**src/rtl/imem_boot_loader.sv**
```systemverilog
// Boot loader: streams words into instruction SRAM, verifies a checksum,
// then releases the CPU from reset after a programmable delay.
module imem_boot_loader #(
  parameter int DATA_W      = 32,
  parameter int ADDR_W      = 64,
  parameter int DEPTH       = 1024,
  parameter int CNT_W       = 11,
  parameter int BASE_ADDR   = 1,
  parameter int ADDR_STEP   = 1,
  parameter int RELEASE_DLY = 2,
  parameter int CHECK_EN    = 1
) (
  input  logic              clk,
  input  logic              resetn,
  input  logic              start,
  input  logic [CNT_W-1:0]  load_len,
  input  logic [31:0]       exp_sum,
  input  logic              abort,
  input  logic              s_valid,
  input  logic [DATA_W-1:0] s_data,
  output logic              s_ready,
  output logic              sram_wen,
  output logic [ADDR_W-1:0] sram_waddr,
  output logic [DATA_W-1:0] sram_wdata,
  output logic              cpu_reset,
  output logic              fetch_en,
  output logic              busy,
  output logic              done,
  output logic              err,
  output logic [31:0]       sum
);

  typedef enum logic [2:0] {
    S_IDLE,
    S_LOAD,
    S_CHECK,
    S_DELAY,
    S_RUN,
    S_ERROR
  } state_t;

  localparam int DLY_W =
    (RELEASE_DLY > 1) ? $clog2(RELEASE_DLY) : 1;
  localparam logic [DLY_W-1:0] DLY_LAST =
    DLY_W'((RELEASE_DLY > 0) ? RELEASE_DLY - 1 : 0);
  localparam logic [ADDR_W-1:0] BASE = ADDR_W'(BASE_ADDR);
  localparam logic [ADDR_W-1:0] STEP = ADDR_W'(ADDR_STEP);
  localparam logic [CNT_W-1:0]  MAX_LEN = CNT_W'(DEPTH);

  state_t            state;
  logic [CNT_W-1:0]  len_q;
  logic [CNT_W-1:0]  cnt;
  logic [31:0]       exp_q;
  logic [DLY_W-1:0]  dly;

  logic              beat;
  logic              len_ok;
  logic              sum_ok;
  logic [CNT_W-1:0]  cnt_nxt;
  logic [31:0]       beat_word;

  // Checksum always runs over the low 32 bits, zero-extended if narrower
  assign beat_word = 32'(s_data);
  assign s_ready   = (state == S_LOAD);
  assign beat      = s_valid && s_ready;
  assign cnt_nxt   = cnt + CNT_W'(1);
  assign len_ok    = (load_len != '0) && (load_len <= MAX_LEN);
  assign sum_ok    = (CHECK_EN == 0) || (sum == exp_q);

  assign busy = (state == S_LOAD) || (state == S_CHECK) ||
                (state == S_DELAY);
  assign done = (state == S_RUN);
  assign err  = (state == S_ERROR);

  always_ff @(posedge clk or negedge resetn) begin
    if (!resetn) begin
      state      <= S_IDLE;
      len_q      <= '0;
      cnt        <= '0;
      exp_q      <= '0;
      dly        <= '0;
      sum        <= '0;
      sram_wen   <= 1'b0;
      sram_waddr <= BASE;
      sram_wdata <= '0;
      cpu_reset  <= 1'b1;
      fetch_en   <= 1'b0;
    end else begin
      sram_wen <= 1'b0;
      case (state)
        S_IDLE, S_RUN, S_ERROR: begin
          if (start) begin
            len_q     <= load_len;
            exp_q     <= exp_sum;
            cnt       <= '0;
            sum       <= '0;
            cpu_reset <= 1'b1;
            fetch_en  <= 1'b0;
            state     <= len_ok ? S_LOAD : S_ERROR;
          end
        end
        S_LOAD: begin
          if (beat) begin
            sram_wen   <= 1'b1;
            sram_waddr <= BASE + ADDR_W'(cnt) * STEP;
            sram_wdata <= s_data;
            sum        <= sum + beat_word;
            cnt        <= cnt_nxt;
          end
          // abort wins over completion; the beat above still lands
          if (abort)
            state <= S_ERROR;
          else if (beat && cnt_nxt == len_q)
            state <= S_CHECK;
        end
        S_CHECK: begin
          if (abort || !sum_ok) begin
            state <= S_ERROR;
          end else if (RELEASE_DLY == 0) begin
            state     <= S_RUN;
            cpu_reset <= 1'b0;
            fetch_en  <= 1'b1;
          end else begin
            state <= S_DELAY;
            dly   <= '0;
          end
        end
        S_DELAY: begin
          if (abort) begin
            state <= S_ERROR;
          end else if (dly == DLY_LAST) begin
            state     <= S_RUN;
            cpu_reset <= 1'b0;
            fetch_en  <= 1'b1;
          end else begin
            dly <= dly + DLY_W'(1);
          end
        end
        default: state <= S_IDLE;
      endcase
    end
  end

endmodule
```
**config.mk**
```make
export PLATFORM = sky130hd
export DESIGN_NAME = imem_boot_loader
export DESIGN_NICKNAME = d
export VERILOG_FILES = /design/src/rtl/imem_boot_loader.sv
export SDC_FILE = /design/constraint.sdc
export NUM_CORES = 1
export LEC_CHECK = 0
export ABC_AREA = 1
export CORE_AREA = 5 5 112 193
export DETAILED_ROUTE_END_ITERATION = 7
export DIE_AREA = 0 0 117 198
export PLACE_DENSITY = 0.7
export SYNTH_ARGS = -nofsm -noshare
export SYNTH_HDL_FRONTEND = slang
export SYNTH_SLANG_ARGS = --single-unit
```
**constraint.sdc**
```tcl
create_clock -name clk -period 2.9 [get_ports clk]
set_clock_uncertainty 0.2 [all_clocks]
set_input_delay 0.58 -clock clk [delete_from_list [all_inputs] [get_ports clk]]
set_output_delay 0.58 -clock clk [all_outputs]
set_load 0.02 [all_outputs]
```
======== Word-level counts from Yosys, hierarchy flattened ========
Index checks and enable logic that the tools add are counted.
Widths: inputs -> output; s select.
operators by class
  $add $sub $neg .......................... 4
  $lt $le $gt $ge ......................... 1
  eq/ne operators ......................... 14
  mux-type cells .......................... 28
  reduce and logical (&&, ||, !) cells .... 19
operators by type and width
  cell                   count
  $mux 32                2
  $pmux 32 s2            1
  $add 32x32->32         1
  $eq 32x32->1           1
  $mux 11                2
  $pmux 11 s2            1
  $mux 3                 7
  $add 1x11->12 const A  1
  $pmux 3 s4             1
  $add 11x1->11 const B  1
  $eq 11x11->1           1
  $le 11x11->1 const B   1
  $mux 1                 11
  $reduce_bool 11->1     1
  $reduce_and 3->1       3
  $ne 2x2->1 const B     4
  $eq 3x2->1 const B     2
  $eq 3x3->1 const B     2
  $pmux 1 s2             3
  $reduce_bool 2->1      3
  $reduce_and 2->1       2
  $reduce_and 4->1       1
  $eq 3x1->1 const B     1
  $logic_and 1x1->1      3
  other kinds (8)        10
word-level totals
  bits in registers ....................... 189
  bits of input ports ..................... 80
  output and inout port bits .............. 135
  logic and storage cells ................. 77

======== Longest topological paths before layout ========
  depth in word-level cells ............... 6
  gate-level depth with buffers ........... 15
  gate-level depth less buffers ........... 15

======== Worst setup path before layout ========
No wires, ideal clock.
  path kind ............................... input to register
  start ................................... input port s_data[0]
  end ..................................... register sum[30]
  setup time .............................. 0.127 ns
  arrival time ............................ 2.043 ns
  data required time ...................... 2.573 ns
  slack ................................... 0.530 ns
  stages .................................. 11
  buffers on the path ..................... 0
  cell sequence ........................... ha_1 -> inv_1 -> fa_1 -> o21ai_2 -> nand2_1 -> nand2_1 -> nand3_1 -> nand2_1 -> nand3_1 -> a21oi_1 -> o21ai_0
on the way
  longest elaborated chain between the ends .. 3
RTL lines
  element               RTL line  text
  start, declared       20        input logic [DATA_W-1:0] s_data,
  $add 32x32->32        107       sum <= sum + beat_word;
  $mux 32               103       if (beat) begin
  $pmux 32 s2           90        case (state)
  end signal, assigned  107
  end, declared         30        output logic [31:0] sum
No other way between the ends. The select of a mux whose other input is x is not followed.
A chain may end at the register's enable or synchronous reset.

======== Final worst setup path ========
  start ................................... register state[2]
  end ..................................... output port s_ready
on the way
  longest elaborated chain between the ends .. 1
RTL lines
  element                 RTL line  text
  start, declared         50        state_t state;
  start signal, assigned  99        state <= len_ok ? S_LOAD : S_ERROR;
  $eq 3x1->1              64        assign s_ready = (state == S_LOAD);
  end, declared           21        output logic s_ready,
No other way between the ends.

==> run_results.csv <==
group,metric,value,unit
power,peakVddDrop,420.0,uV
timing,rsz0062_at_grt,"no",
yosys,yosys_warnings,0,
placement,place_congestion,0.9149,
final_layout,mostFrequentLayoutCells,"nand2_1, clkdlybuf4s50_1, dfrtp_1",
placement,placed_cell_area,0.01040,mm2
routing,wl_per_cell,16.49,um
yosys,synth_cell_types,36,
power,p_switching,4.793,mW
die,core,0.01974,mm2
placement,port_buffers,162,
final_layout,drive_above_1_share,9.769,%
critical_path,crit_type,"reg -> out",
final_layout,syn_to_final_growth,32.42,%
cts,cts_resized,0,
cts,clock_path_buffers,2,
power,seqPwrFrac,29.6,%
critical_path,critical_path.cell_chain,"nor2_4 > nand2_2 > inv_1 > clkdlybuf4s50_1",
critical_path,endpoint_kind,"output port",
grt,grtUsageTotal,23.40,%
grt,gr-total-overflow,0,
worst_hold_path,min-delay-start,"sram_waddr[0]",
cts,clk_pin_slew,70,ps
final_layout,fin_area,0.01102,mm2
die,die_w,117,um
routing,drt-initial-drc-count,359,
die,dieArea,0.02317,mm2
grt,grt_max_degree,64,
timing,max_freq,367.3,MHz
final_layout,layout.nets,1441,
placement,dp_cells,1553,
final_layout,final_common_cell,"nand2_1",
timing,worst_slew_pin_slew,929.2,ps
die,start_util,42.16,%
die,die_y,198,um
power,intPower,6.305,mW
grt,grt_pass1_wl,41.76,mm
power,p_per_area,1007,mW/mm2
grt,grt_pass1_vias,8149,
routing,ant_nets,0,
timing,finalSetupTns,0,ps
power,p_clk_share,20.4,%
timing,finalCritPeriodShare,93.89,%
power,sw_frac_of_total,43.19,%
routing,avgViaCountPerCell,4.959,
critical_path,slowest_stage,"clkdlybuf4s50_1",
final_layout,fill_cells,1912,
critical_path,cp_data_required_time,2120,ps
yosys,seq_area_frac_synth,41.23,%
routing,remaining_drc_errors,0,
critical_path,cpLargestDelayFamily,"buffers and inverters",
critical_path,startpoint,"state[2]",
routing,wl,26.16,mm
die,io_pins,215,
timing,slew_headroom,37.99,%
final_layout,final_util,55.83,%
critical_path,max_stage_delay,600,ps
cts,worstSkewPairLatency,430,ps
placement,post-place-ws,-142.6,ps
critical_path,crit_buf_inv,2,
die,std_cell_rows,68,
cts,cts_made_buffers,17,
cts,cts_tree,"yes",
power,power_leakage,5.401,nW
critical_path,path_max_fanout,6,
power,combinationalPowerShare,50.0,%
cts,cts.htree.levels,4,
cts,clk_root_buffer_cell,"clkbuf_16",
run_status,outcome,"finished clean",
timing,worst_slack,177.1,ps
critical_path,startpoint_type,"flop",
routing,dr.pass1.iters,5,
final_layout,stdcell_count,1587,
cts,cts.sinks,137,
yosys,postSynthAreaPerCell,7.477,um2
job,maxCapViolations,0,
worst_hold_path,hold_path.class,"reg -> reg",
grt,antenna_found_initial,1,
placement,hpwl,20.92,mm
yosys,ys_ff_latch,137,
timing,slew_viol_final,0,
critical_path,critPathArrivalTime,1940,ps
routing,vias,7870,
critical_path,r2r-start,"sum[14]",
yosys,syn-cell-area,0.008322,mm2
power,total_power,11.10,mW
timing,finalCriticalPeriod,2723,ps
yosys,synth_cells,1113,
timing,setup_viol,0,
timing,finalHoldViolCount,0,
timing,hold_ws,268.3,ps
==> power by group through the flow <==
stage | combinational, mW | sequential, mW | clock (mW)
after CTS | 5.60 | 3.28 | 2.31
after floorplan | 2.91 | 3.61 | 0
after global routing | 6.13 | 3.38 | 2.39
final | 5.55 | 3.28 | 2.26
after detailed placement | 5.57 | 3.31 | 0
after global placement | 5.50 | 3.28 | 0
==> per-layer routing <==
metal	share of wire (%)	routed length, um	up-vias	GRT usage [%]
met5	0	0	-	0
met4	3.7	967	0	9.906
met3	4.8	1268	50	3.700
met2	55	14290	203	43.23
met1	37	9640	3682	25.89
li1	-	-	3935	-
==> registers in the layout, indices dropped and copies added (netlist names) <==
signal,cells
fetch_en,1
sram_wdata,32
sram_waddr,12
sram_wen,1
len_q,11
cnt,11
cpu_reset,1
dly,1
state,3
exp_q,32
sum,32
==> area by class of cell <==
cell class              instances  area (um2)  area share [%]
flip-flops and latches        137        3431           31.13
repair buffers                220        2086           18.93
well taps                     245       306.5           2.782
clock buffers                  17       425.4           3.861
diodes                          1       2.502         0.02271
clock inverters                15       177.7           1.612
multi-input cells             848        4200           38.12
inverters                     104       390.4           3.543
==> worst min-delay path: stages (launching register included) <==
cell     delay, ps
dfstp_2        370
nand2_1         50
nand2_1         40
==> logic make-up after synthesis <==
kind of cell | count (synthesis) | share of synthesized area, %
adder cells (fa/ha/maj) | 33 | 5.052
AO/OA/AOI/OAI | 188 | 12.09
multiplexers | 21 | 2.842
other | 1 | 0.04506
AND/OR/NAND/NOR | 534 | 26.01
XOR/XNOR | 20 | 2.105
buffers and inverters | 179 | 10.63
flip-flops | 137 | 41.23
==> worst paths after layout <==
kind	end	slack [ps]	cells after the start
setup reg to reg	sum[27]	460	10
max in group asynchronous	sram_waddr[0]	1200	3
hold / removal	sram_waddr[0]	270	2
setup / recovery	s_ready	180	4
min in group asynchronous	cnt[10]	500	2
hold reg to reg	sram_waddr[0]	270	2
==> repair_timing <==
action | in CTS | in global routing
hold buffers | 1 | 0
setup buffers | 0 | 0
hold endpoints to repair | 54 | 0
==> synthesized netlist by cell type (all sizes together) <==
cell type  instances  area, um2
nand2            338       1281
dfrtp            135       3378
nor2             114      452.9
inv              104      390.4
o21ai             89      456.7
a21oi             73      365.4
buf               69      471.7
nand3             56      280.3
ha                32      400.4
mux2              21      236.5
nor3              12      60.06
xor2              12      105.1
o22ai              9      56.30
xnor2              8      70.07
clkbuf             6      22.52
nand4              6      37.54
o21bai             5      37.54
a21o               4      30.03
or2                4      25.02
o21a               3      22.52
a21boi             2      15.01
dfstp              2      52.55
nand3b             2      15.01
nor4               2      12.51
o31ai              2      15.01
a22oi              1      7.510
conb               1      3.750
fa                 1      20.02
(Power assumes the default switching activity.)
